[config.mk]
export PLATFORM = sky130hd
export DESIGN_NAME = serial_tx_unit_flat
export DESIGN_NICKNAME = d
export VERILOG_FILES = /design/src/rtl/serial_tx_unit_if.sv /design/src/rtl/serial_tx_unit.sv /design/src/flat_wrapper.sv
export SDC_FILE = /design/constraint.sdc
export NUM_CORES = 1
export LEC_CHECK = 0
export ABC_AREA = 0
export CORE_MARGIN = 5
export CORE_UTILIZATION = 57
export CTS_CLUSTER_SIZE = 10
export DETAILED_ROUTE_END_ITERATION = 16
export HOLD_SLACK_MARGIN = 0.12
export PLACE_DENSITY = 0.79
export SETUP_SLACK_MARGIN = 0.2
export SLEW_MARGIN = 30
export SYNTH_ARGS = -nofsm -noshare
export SYNTH_HDL_FRONTEND = slang
export SYNTH_SLANG_ARGS = --single-unit
[constraint.sdc]
create_clock -name clk -period 2.4 [get_ports clk]
set_input_delay 0.24 -clock clk [delete_from_list [all_inputs] [get_ports clk]]
set_output_delay 0.24 -clock clk [all_outputs]
set_load 0.05 [all_outputs]
[src/rtl/serial_tx_unit_if.sv]
// serial_tx_unit_if: handshake and serial-line bundle between the controller and
// the transmit unit.
//   sampleData : level, latch dataIn into the holding register (controller -> unit)
//   txData     : transmit request, rising edge starts a frame (controller -> unit)
//   dataIn     : parallel word from memory read-out (controller -> unit)
//   sout       : serial line, idles high (unit -> line)
//   txBusy     : frame in progress (unit -> controller)
//   txDone     : one-cycle end-of-frame pulse (unit -> controller)
interface serial_tx_unit_if #(
  parameter int unsigned DATA_WIDTH = 8
) ();
  logic                  sampleData;
  logic                  txData;
  logic [DATA_WIDTH-1:0] dataIn;
  logic                  sout;
  logic                  txBusy;
  logic                  txDone;

  modport master (
    output sampleData,
    output txData,
    output dataIn,
    input  sout,
    input  txBusy,
    input  txDone
  );

  modport slave (
    input  sampleData,
    input  txData,
    input  dataIn,
    output sout,
    output txBusy,
    output txDone
  );
endinterface

[src/rtl/serial_tx_unit.sv]
// serial_tx_unit: transmit end of the sampleData/txData/txDone handshake.
// Latches a parallel word on sampleData, and on a txData rising edge sends it
// as a UART-style frame on sout: start bit, DATA_WIDTH data bits LSB first,
// stop bit, each bit CLK_DIV clocks long. txDone pulses for one cycle at the
// end of the frame.
// Ports:
//   clk   : system clock, rising edge
//   reset : asynchronous, active-low reset
//   bus   : serial_tx_unit_if.slave (sampleData, txData, dataIn in; sout, txBusy, txDone out)
// Optional: define SERIAL_TX_PARITY_EN to insert an even-parity bit between the
// last data bit and the stop bit.
module serial_tx_unit #(
  parameter int unsigned DATA_WIDTH = 8,
  parameter int unsigned CLK_DIV    = 4
) (
  input logic             clk,
  input logic             reset,
  serial_tx_unit_if.slave bus
);

  localparam int unsigned BitW = $clog2(DATA_WIDTH + 1);

  typedef enum logic [2:0] {StIdle, StStart, StData, StParity, StStop} state_e;

  state_e                state_q;
  logic [7:0]            div_q;
  logic [BitW-1:0]       bit_q;
  logic [DATA_WIDTH-1:0] hold_q;
  logic [DATA_WIDTH-1:0] shift_q;
  logic                  txdata_q;

  logic                  tx_rise;
  logic                  div_last;
  logic                  bit_last;
  logic [DATA_WIDTH-1:0] load_word;
  logic [DATA_WIDTH-1:0] shift_next;

  assign tx_rise    = bus.txData & ~txdata_q;
  assign div_last   = (div_q == 8'(CLK_DIV - 1));
  assign bit_last   = (bit_q == BitW'(DATA_WIDTH - 1));
  // A sample on the same edge as the start request bypasses the holding register.
  assign load_word  = bus.sampleData ? bus.dataIn : hold_q;
  assign shift_next = shift_q >> 1;

`ifdef SERIAL_TX_PARITY_EN
  logic parity_q;
`endif

  always_ff @(posedge clk or negedge reset) begin
    if (!reset) begin
      state_q    <= StIdle;
      div_q      <= '0;
      bit_q      <= '0;
      hold_q     <= '0;
      shift_q    <= '0;
      // Reset high so a txData held high across reset release is not an edge.
      txdata_q   <= 1'b1;
      bus.sout   <= 1'b1;
      bus.txBusy <= 1'b0;
      bus.txDone <= 1'b0;
`ifdef SERIAL_TX_PARITY_EN
      parity_q   <= 1'b0;
`endif
    end else begin
      txdata_q   <= bus.txData;
      bus.txDone <= 1'b0;
      case (state_q)
        StIdle: begin
          bus.sout   <= 1'b1;
          bus.txBusy <= 1'b0;
          div_q      <= '0;
          bit_q      <= '0;
          if (bus.sampleData) begin
            hold_q <= bus.dataIn;
          end
          if (tx_rise) begin
            shift_q    <= load_word;
`ifdef SERIAL_TX_PARITY_EN
            parity_q   <= ^load_word;
`endif
            state_q    <= StStart;
            bus.sout   <= 1'b0;
            bus.txBusy <= 1'b1;
          end
        end
        StStart: begin
          if (div_last) begin
            div_q    <= '0;
            state_q  <= StData;
            bus.sout <= shift_q[0];
          end else begin
            div_q <= div_q + 8'd1;
          end
        end
        StData: begin
          if (div_last) begin
            div_q <= '0;
            if (bit_last) begin
              bit_q    <= '0;
`ifdef SERIAL_TX_PARITY_EN
              state_q  <= StParity;
              bus.sout <= parity_q;
`else
              state_q  <= StStop;
              bus.sout <= 1'b1;
`endif
            end else begin
              bit_q    <= bit_q + BitW'(1);
              shift_q  <= shift_next;
              bus.sout <= shift_next[0];
            end
          end else begin
            div_q <= div_q + 8'd1;
          end
        end
`ifdef SERIAL_TX_PARITY_EN
        StParity: begin
          if (div_last) begin
            div_q    <= '0;
            state_q  <= StStop;
            bus.sout <= 1'b1;
          end else begin
            div_q <= div_q + 8'd1;
          end
        end
`endif
        StStop: begin
          if (div_last) begin
            div_q      <= '0;
            state_q    <= StIdle;
            bus.txBusy <= 1'b0;
            bus.txDone <= 1'b1;
          end else begin
            div_q <= div_q + 8'd1;
          end
        end
        default: begin
          state_q    <= StIdle;
          bus.sout   <= 1'b1;
          bus.txBusy <= 1'b0;
        end
      endcase
    end
  end

endmodule

[src/flat_wrapper.sv]
// flat-port wrapper written by rule: the top's interface ports become plain ports
module serial_tx_unit_flat 
#(
  parameter int unsigned DATA_WIDTH = 8,
  parameter int unsigned CLK_DIV    = 4
)
  (clk, reset, bus_sampleData, bus_txData, bus_dataIn, bus_sout, bus_txBusy, bus_txDone);
  serial_tx_unit_if #(.DATA_WIDTH(DATA_WIDTH)) bus_i ();
  input logic clk;
  input logic reset;
  input wire logic [$bits(bus_i.sampleData)-1:0] bus_sampleData;
  input wire logic [$bits(bus_i.txData)-1:0] bus_txData;
  input wire logic [$bits(bus_i.dataIn)-1:0] bus_dataIn;
  output wire logic [$bits(bus_i.sout)-1:0] bus_sout;
  output wire logic [$bits(bus_i.txBusy)-1:0] bus_txBusy;
  output wire logic [$bits(bus_i.txDone)-1:0] bus_txDone;
  assign bus_i.sampleData = bus_sampleData;
  assign bus_i.txData = bus_txData;
  assign bus_i.dataIn = bus_dataIn;
  assign bus_sout = bus_i.sout;
  assign bus_txBusy = bus_i.txBusy;
  assign bus_txDone = bus_i.txDone;
  serial_tx_unit #(.DATA_WIDTH(DATA_WIDTH), .CLK_DIV(CLK_DIV)) u_core (.clk(clk), .reset(reset), .bus(bus_i));
endmodule
== Yosys cells after proc, flatten, opt, wreduce, memory -nomap -nowiden ==
Cells that the tools add are included.

* Flip-flop bits (word level): 35
* Bits in latches: 0
* Memory bits (writable): 0
* Memory bits (read-only): 0
* Output and inout bits: 3
* Memories kept: 0

* Add/sub/neg operators: 2
* $mul: 0
* Divide/modulo/power cells: 0
* Order comparisons: 0
* Eq/ne operators: 11
* Shift-type cells: 0
* Mux-type cells: 26
* Bitwise gates (word level): 4
* Reductions and logical operators: 10

{| class="wikitable"
|+ Operators with widths
! operator !! count
|-
| two-way mux 8 bit || 5
|-
| case mux 8 bit (2 select lines) || 2
|-
| two-way mux 3 bit || 5
|-
| case mux 3 bit (4 select lines) || 1
|-
| != test 2 x 1 -> 1 bit, second input constant || 5
|-
| adder 8 x 1 -> 8 bit, second input constant || 1
|-
| == test 8 x 2 -> 1 bit, second input constant || 1
|-
| two-way mux 1 bit || 8
|-
| two-way mux 4 bit || 2
|-
| case mux 4 bit (2 select lines) || 1
|-
| AND reduction 5 bit || 1
|-
| adder 4 x 1 -> 4 bit, second input constant || 1
|-
| == test 4 x 3 -> 1 bit, second input constant || 1
|-
| case mux 1 bit (4 select lines) || 1
|-
| AND reduction 2 bit || 2
|-
| AND reduction 4 bit || 1
|-
| nonzero test 2 bit || 2
|-
| == test 3 x 1 -> 1 bit, second input constant || 1
|-
| == test 3 x 2 -> 1 bit, second input constant || 1
|-
| == test 3 bit, second input constant || 1
|-
| zero test 3 bit || 1
|-
| inverter 1 bit || 3
|-
| case mux 1 bit (3 select lines) || 1
|-
| AND reduction 3 bit || 1
|-
| 4 further kinds || 4
|}

== Depth between registers and ports, before layout ==
* Word-level depth: 4
* Mapped depth: 6
* Gate-level depth less buffers: 5

== Least setup slack after synthesis ==
OpenSTA, ideal clock, no wires.

* Path kind: flip-flop to flip-flop
* Start point: reg u_core.div_q[4]
* End point: reg u_core.bus.sout
* Data arrival time: 1927 ps
* Data required time: 2318 ps
* Setup slack: 391 ps
* Cell stages (with the launch flop): 6
* Path buffers: 1
* Clock period less this slack: 2009 ps
* Cells stage by stage: dfrtp_1 or4_4 or3_1 buf_2 o21ai_0 mux2_2

* Longest elaborated chain between the ends: 3
* Elaborated cells between the ends (all ways): 4

{| class="wikitable"
|+ RTL lines
! what !! line !! RTL
|-
| from (decl) || serial_tx_unit.sv:26 || <nowiki>logic [7:0] div_q;</nowiki>
|-
| from (signal assigned) || serial_tx_unit.sv:92 || <nowiki>div_q <= div_q + 8'd1;</nowiki>
|-
| from (signal assigned) || serial_tx_unit.sv:113 || <nowiki>div_q <= div_q + 8'd1;</nowiki>
|-
| from (signal assigned) || serial_tx_unit.sv:134 || <nowiki>div_q <= div_q + 8'd1;</nowiki>
|-
| == test 8 x 2 -> 1 bit (*) || serial_tx_unit.sv:39 || <nowiki>assign div_last = (div_q == 8'(CLK_DIV - 1));</nowiki>
|-
| != test 2 x 1 -> 1 bit (no line) || - ||
|-
| AND reduction 3 bit (no line) (*) || - ||
|-
| to (signal assigned) || serial_tx_unit.sv:90 || <nowiki>bus.sout <= shift_q[0];</nowiki>
|-
| to (signal assigned) || serial_tx_unit.sv:110 || <nowiki>bus.sout <= shift_next[0];</nowiki>
|-
| to (decl) || serial_tx_unit_if.sv:32 || <nowiki>output sout,</nowiki>
|}

Every way passes the cells marked *; elsewhere a longest branch is shown, timed or not.
A chain may end at the register's enable or synchronous reset.

== Worst setup path in the final report ==
* Start point: reg u_core.div_q[4]
* End point: reg u_core.state_q[2]

* Longest elaborated chain between the ends: 3
* Elaborated cells between the ends (all ways): 5

{| class="wikitable"
|+ RTL lines
! what !! line !! RTL
|-
| == test 8 x 2 -> 1 bit (*) || serial_tx_unit.sv:39 ||
|-
| != test 2 x 1 -> 1 bit (no line) || - ||
|-
| AND reduction 5 bit (no line) (*) || - ||
|-
| to (signal assigned) || serial_tx_unit.sv:51 || <nowiki>state_q <= StIdle;</nowiki>
|-
| to (signal assigned) || serial_tx_unit.sv:81 || <nowiki>state_q <= StStart;</nowiki>
|-
| to (signal assigned) || serial_tx_unit.sv:89 || <nowiki>state_q <= StData;</nowiki>
|-
| to (decl) || serial_tx_unit.sv:25 || <nowiki>state_e state_q;</nowiki>
|}

Marked as above.

==> results.py <==
metrics = {
    "logic_synthesis": {
        "synth_mux_area_frac": 0.103,
        "synth_top_family_by_area": "simple AND/OR/NAND/NOR gates",
        "ys_ff_latch": 35,
        "synth_edf_count": 0,
        "yosysUniqueCellTypes": 41,
        "synth_xor_area_frac": 0,
        "ys_seq_area_frac": 0.494,
        "synthSimpleGateAreaFrac": 0.182,
        "syn-cell-area_um2": 1780,
        "netlist_instances": 180,
        "yosysWarningCount": 0,
        "synthArstFlopShare": 1.00,
        "synth_compound_area_frac": 0.173,
        "synthFlopType": "dfrtp_1",
        "synth_fa_ha_area_frac": 0.0197,
        "synth_nets": 194,
        "syn_area_per_cell_um2": 9.88,
    },
    "critical_path": {
        "r2r_start": "u_core.div_q[4]$_DFFE_PN0P_",
        "reg2regPathDepth": 4,
        "worst-setup-path-type": "reg2reg",
        "crit_slowest_cell": "or4_4",
        "worst-endpoint-required_ns": 2.67,
        "worst_ep_arrival_time_ns": 2.41,
        "slowest_delay_ns": 0.54,
        "crit_chain": "or4_4, or3_4, or4b_1, a21oi_1",
        "r2r_end": "u_core.state_q[2]$_DFFE_PN0P_",
        "setup.worst_path.end_class": "register",
        "cp-start-kind": "register",
        "worst-r2r-setup-slack_ns": 0.26,
        "worstPathMaxFanout": 12,
    },
    "clock_network": {
        "tritoncts": "yes",
        "ctsRootBufferMaster": "clkbuf_4",
        "numCtsBuffers": 5,
        "clk_pin_slew_ns": 0.11,
        "h-tree-depth": 2,
        "clk_path_buf_depth": 2,
        "cts_sinks": 35,
        "clock_latency_ns": 0.35,
    },
    "sta": {
        "fmax_mhz": 468,
        "setup_viol": 0,
        "tightest_slew_ns": 0.508,
        "finalHoldViolations": 0,
        "min_period_ns": 2.14,
        "rsz0062_at_grt": "false",
        "finClkSkew_ns": 0.00952,
        "fin_crit_sh": 0.890,
        "worst_slack_ns": 0.264,
        "tns_ns": 0,
        "relSlewSlack": 0.660,
        "finalMaxSlewViolations": 0,
    },
    "power": {
        "leakage_nw": 0.893,
        "p_sw_frac": 0.399,
        "seq_power_share": 0.411,
        "switching_power_w": 0.000907,
        "p_per_area_nw_per_um2": 1110,
        "intPower_w": 0.00137,
        "p_clk_frac": 0.147,
        "ir_drop_uv": 838,
        "combPwrFrac": 0.442,
    },
    "finish": {
        "area_growth_pct": 15.1,
        "stdcell_area_um2": 2050,
        "drive_above_1_share": 0.157,
        "nFillCells": 260,
        "nets": 211,
        "layout.cells.non_filler": 242,
        "diodes": 0,
    },
    "placed_design": {
        "hpwlAfterDp_um": 2770,
        "place_ws_ns": 0.191,
        "gpl.final_weighted_congestion": 0.904,
        "dp.cells": 234,
        "place_area_um2": 1980,
        "portBuffers": 14,
    },
    "route": {
        "drc_errors": 0,
        "vias": 1450,
        "via_per_inst": 5.99,
        "routedWlPerCell_um": 16.1,
        "dr.pass1.iters": 4,
        "drtIter0Drc": 71,
        "wl_um": 3910,
        "antenna_left": 0,
    },
    "grt": {
        "grt_use_total": 0.205,
        "grt.busiest_layer": "met2",
        "antenna_found_initial": 0,
        "grt_pass1_vias": 1383,
        "use_met3": 0.0782,
        "grt_max_degree": 36,
        "grt_pass1_wl_um": 6600,
        "met1_usage": 0.236,
        "overflow": 0,
        "grt_util_met2": 0.345,
    },
    "min_path": {
        "holdCritPathClass": "in2async",
    },
    "run_status": {
        "status": "finished, final reports clean",
    },
    "die": {
        "ios": 15,
        "dieArea_um2": 4340,
        "start_util": 0.587,
        "die_w_um": 65.9,
        "core_um2": 3030,
        "die_h_um": 65.9,
        "rows": 20,
    },
    "job": {
        "drv_cap": 0,
    },
}
-- cells in the final DEF (no fill, tap or decap), types with 2 or more instances in the layout --
| master | count |
|---|---|
| nand3b_1 | 2 |
| a211o_1 | 2 |
| nand2_1 | 18 |
| and3_1 | 5 |
| buf_4 | 6 |
| dfstp_2 | 2 |
| clkbuf_4 | 5 |
| a31oi_1 | 5 |
| inv_1 | 3 |
| clkdlybuf4s50_1 | 14 |
| nor2_1 | 17 |
| a32o_1 | 2 |
| nand3_1 | 8 |
| nor3_1 | 3 |
| a22o_1 | 2 |
| mux2_2 | 10 |
| a21oi_1 | 10 |
| mux2i_1 | 7 |
| ha_1 | 2 |
| nand2b_1 | 2 |
| and2_1 | 2 |
| o21ai_0 | 14 |
| or3_1 | 2 |
| dfrtp_1 | 32 |
-- synthesized netlist by cell type, drive strengths merged (2+ instances only) --
library cell	number	share of area
o21ai	14	0.039
a21oi	11	0.033
inv	3	0.0063
or3	3	0.011
a211o	2	0.0099
dfrtp	33	0.46
clkbuf	9	0.019
nand3b	2	0.0084
and2	2	0.0070
a31oi	5	0.018
nand3	8	0.023
ha	2	0.014
nand2	18	0.038
nor2	17	0.036
nor3	3	0.0084
dfstp	2	0.030
mux2	10	0.063
a22o	2	0.0099
a32o	2	0.011
mux2i	7	0.039
nand2b	2	0.0070
and3	5	0.018
-- through the flow --
step | utilization | total power [W] | hold slack [ns]
2_1_floorplan | - | 0.00165 | -0.0556
3_3_place_gp | 0.654 | 0.00188 | 0.461
3_5_place_dp | 0.654 | 0.00194 | 0.470
4_1_cts | 0.675 | 0.00228 | 0.292
5_1_grt | 0.676 | 0.00246 | 0.301
6_report | 0.676 | 0.00227 | 0.298
-- what timing repair did --
item                                    in CTS  in global routing
endpoints found under the setup margin       1                  1
hold buffers                                 0                  0
setup buffers                                0                  0
resized for setup                            1                  1
cloned                                       0                  0
pin swaps                                    0                  0
-- layer usage --
| metal | vias up | wire length (µm) | part of all wire |
|---|---|---|---|
| li1 | 692 | - | - |
| met1 | 693 | 1560 | 0.40 |
| met2 | 56 | 2030 | 0.52 |
| met3 | 9 | 236 | 0.060 |
| met4 | 0 | 78 | 0.020 |
| met5 | - | 0 | 0 |
-- layout make-up --
| class | instances | area, µm² | share of cell area |
|---|---|---|---|
| inverters | 3 | 11.3 | 0.00550 |
| clock inverters | 1 | 5.00 | 0.00245 |
| repair buffers | 20 | 185 | 0.0905 |
| well taps | 44 | 55.1 | 0.0269 |
| flip-flops and latches | 35 | 880 | 0.430 |
| clock buffers | 7 | 55.1 | 0.0269 |
| multi-input cells | 132 | 855 | 0.418 |
-- worst max-delay path by stage --
stage | startpoint | endpoint | cells past startpoint
after floorplan | u_core.div_q[4]$_DFFE_PN0P_ | u_core.bus.sout$_DFFE_PN1P_ | 5
after global placement | u_core.div_q[4]$_DFFE_PN0P_ | u_core.state_q[2]$_DFFE_PN0P_ | 4
after detailed placement | u_core.div_q[4]$_DFFE_PN0P_ | u_core.state_q[2]$_DFFE_PN0P_ | 4
after CTS | u_core.div_q[4]$_DFFE_PN0P_ | u_core.state_q[2]$_DFFE_PN0P_ | 4
after global routing | u_core.div_q[4]$_DFFE_PN0P_ | u_core.state_q[2]$_DFFE_PN0P_ | 4
final | u_core.div_q[4]$_DFFE_PN0P_ | u_core.state_q[2]$_DFFE_PN0P_ | 4
-- sequential cells by signal, summed over array words and instances (netlist names) --
signal / cells
u_core.bus.txBusy: 1
u_core.div_q: 8
u_core.bus.txDone: 1
u_core.bus.sout: 1
u_core.hold_q: 8
u_core.shift_q: 8
u_core.bit_q: 4
u_core.state_q: 3
u_core.txdata_q: 1
-- worst max-delay path: cells and delay by family (launching register included) --
family,cells,cell delay (ns)
and+or+nand+nor,3,1.46
DFF,1,0.45
AOI/OAI and AO/OA,1,0.15
-- kinds of logic after synthesis --
group | Yosys count
compound gates | 47
fa+ha+maj | 3
buf+inv | 13
flops | 35
mux | 17
simple gates | 65
-- power by group through the flow --
stage	clock network [W]	logic (W)	registers [W]
2_1_floorplan	0	0.000692	0.000954
4_1_cts	0.000349	0.00100	0.000931
5_1_grt	0.000389	0.00111	0.000956
3_3_place_gp	0	0.000955	0.000926
6_report	0.000334	0.00100	0.000934
3_5_place_dp	0	0.000998	0.000941
No activity file was read; power rests on OpenSTA's default activity.
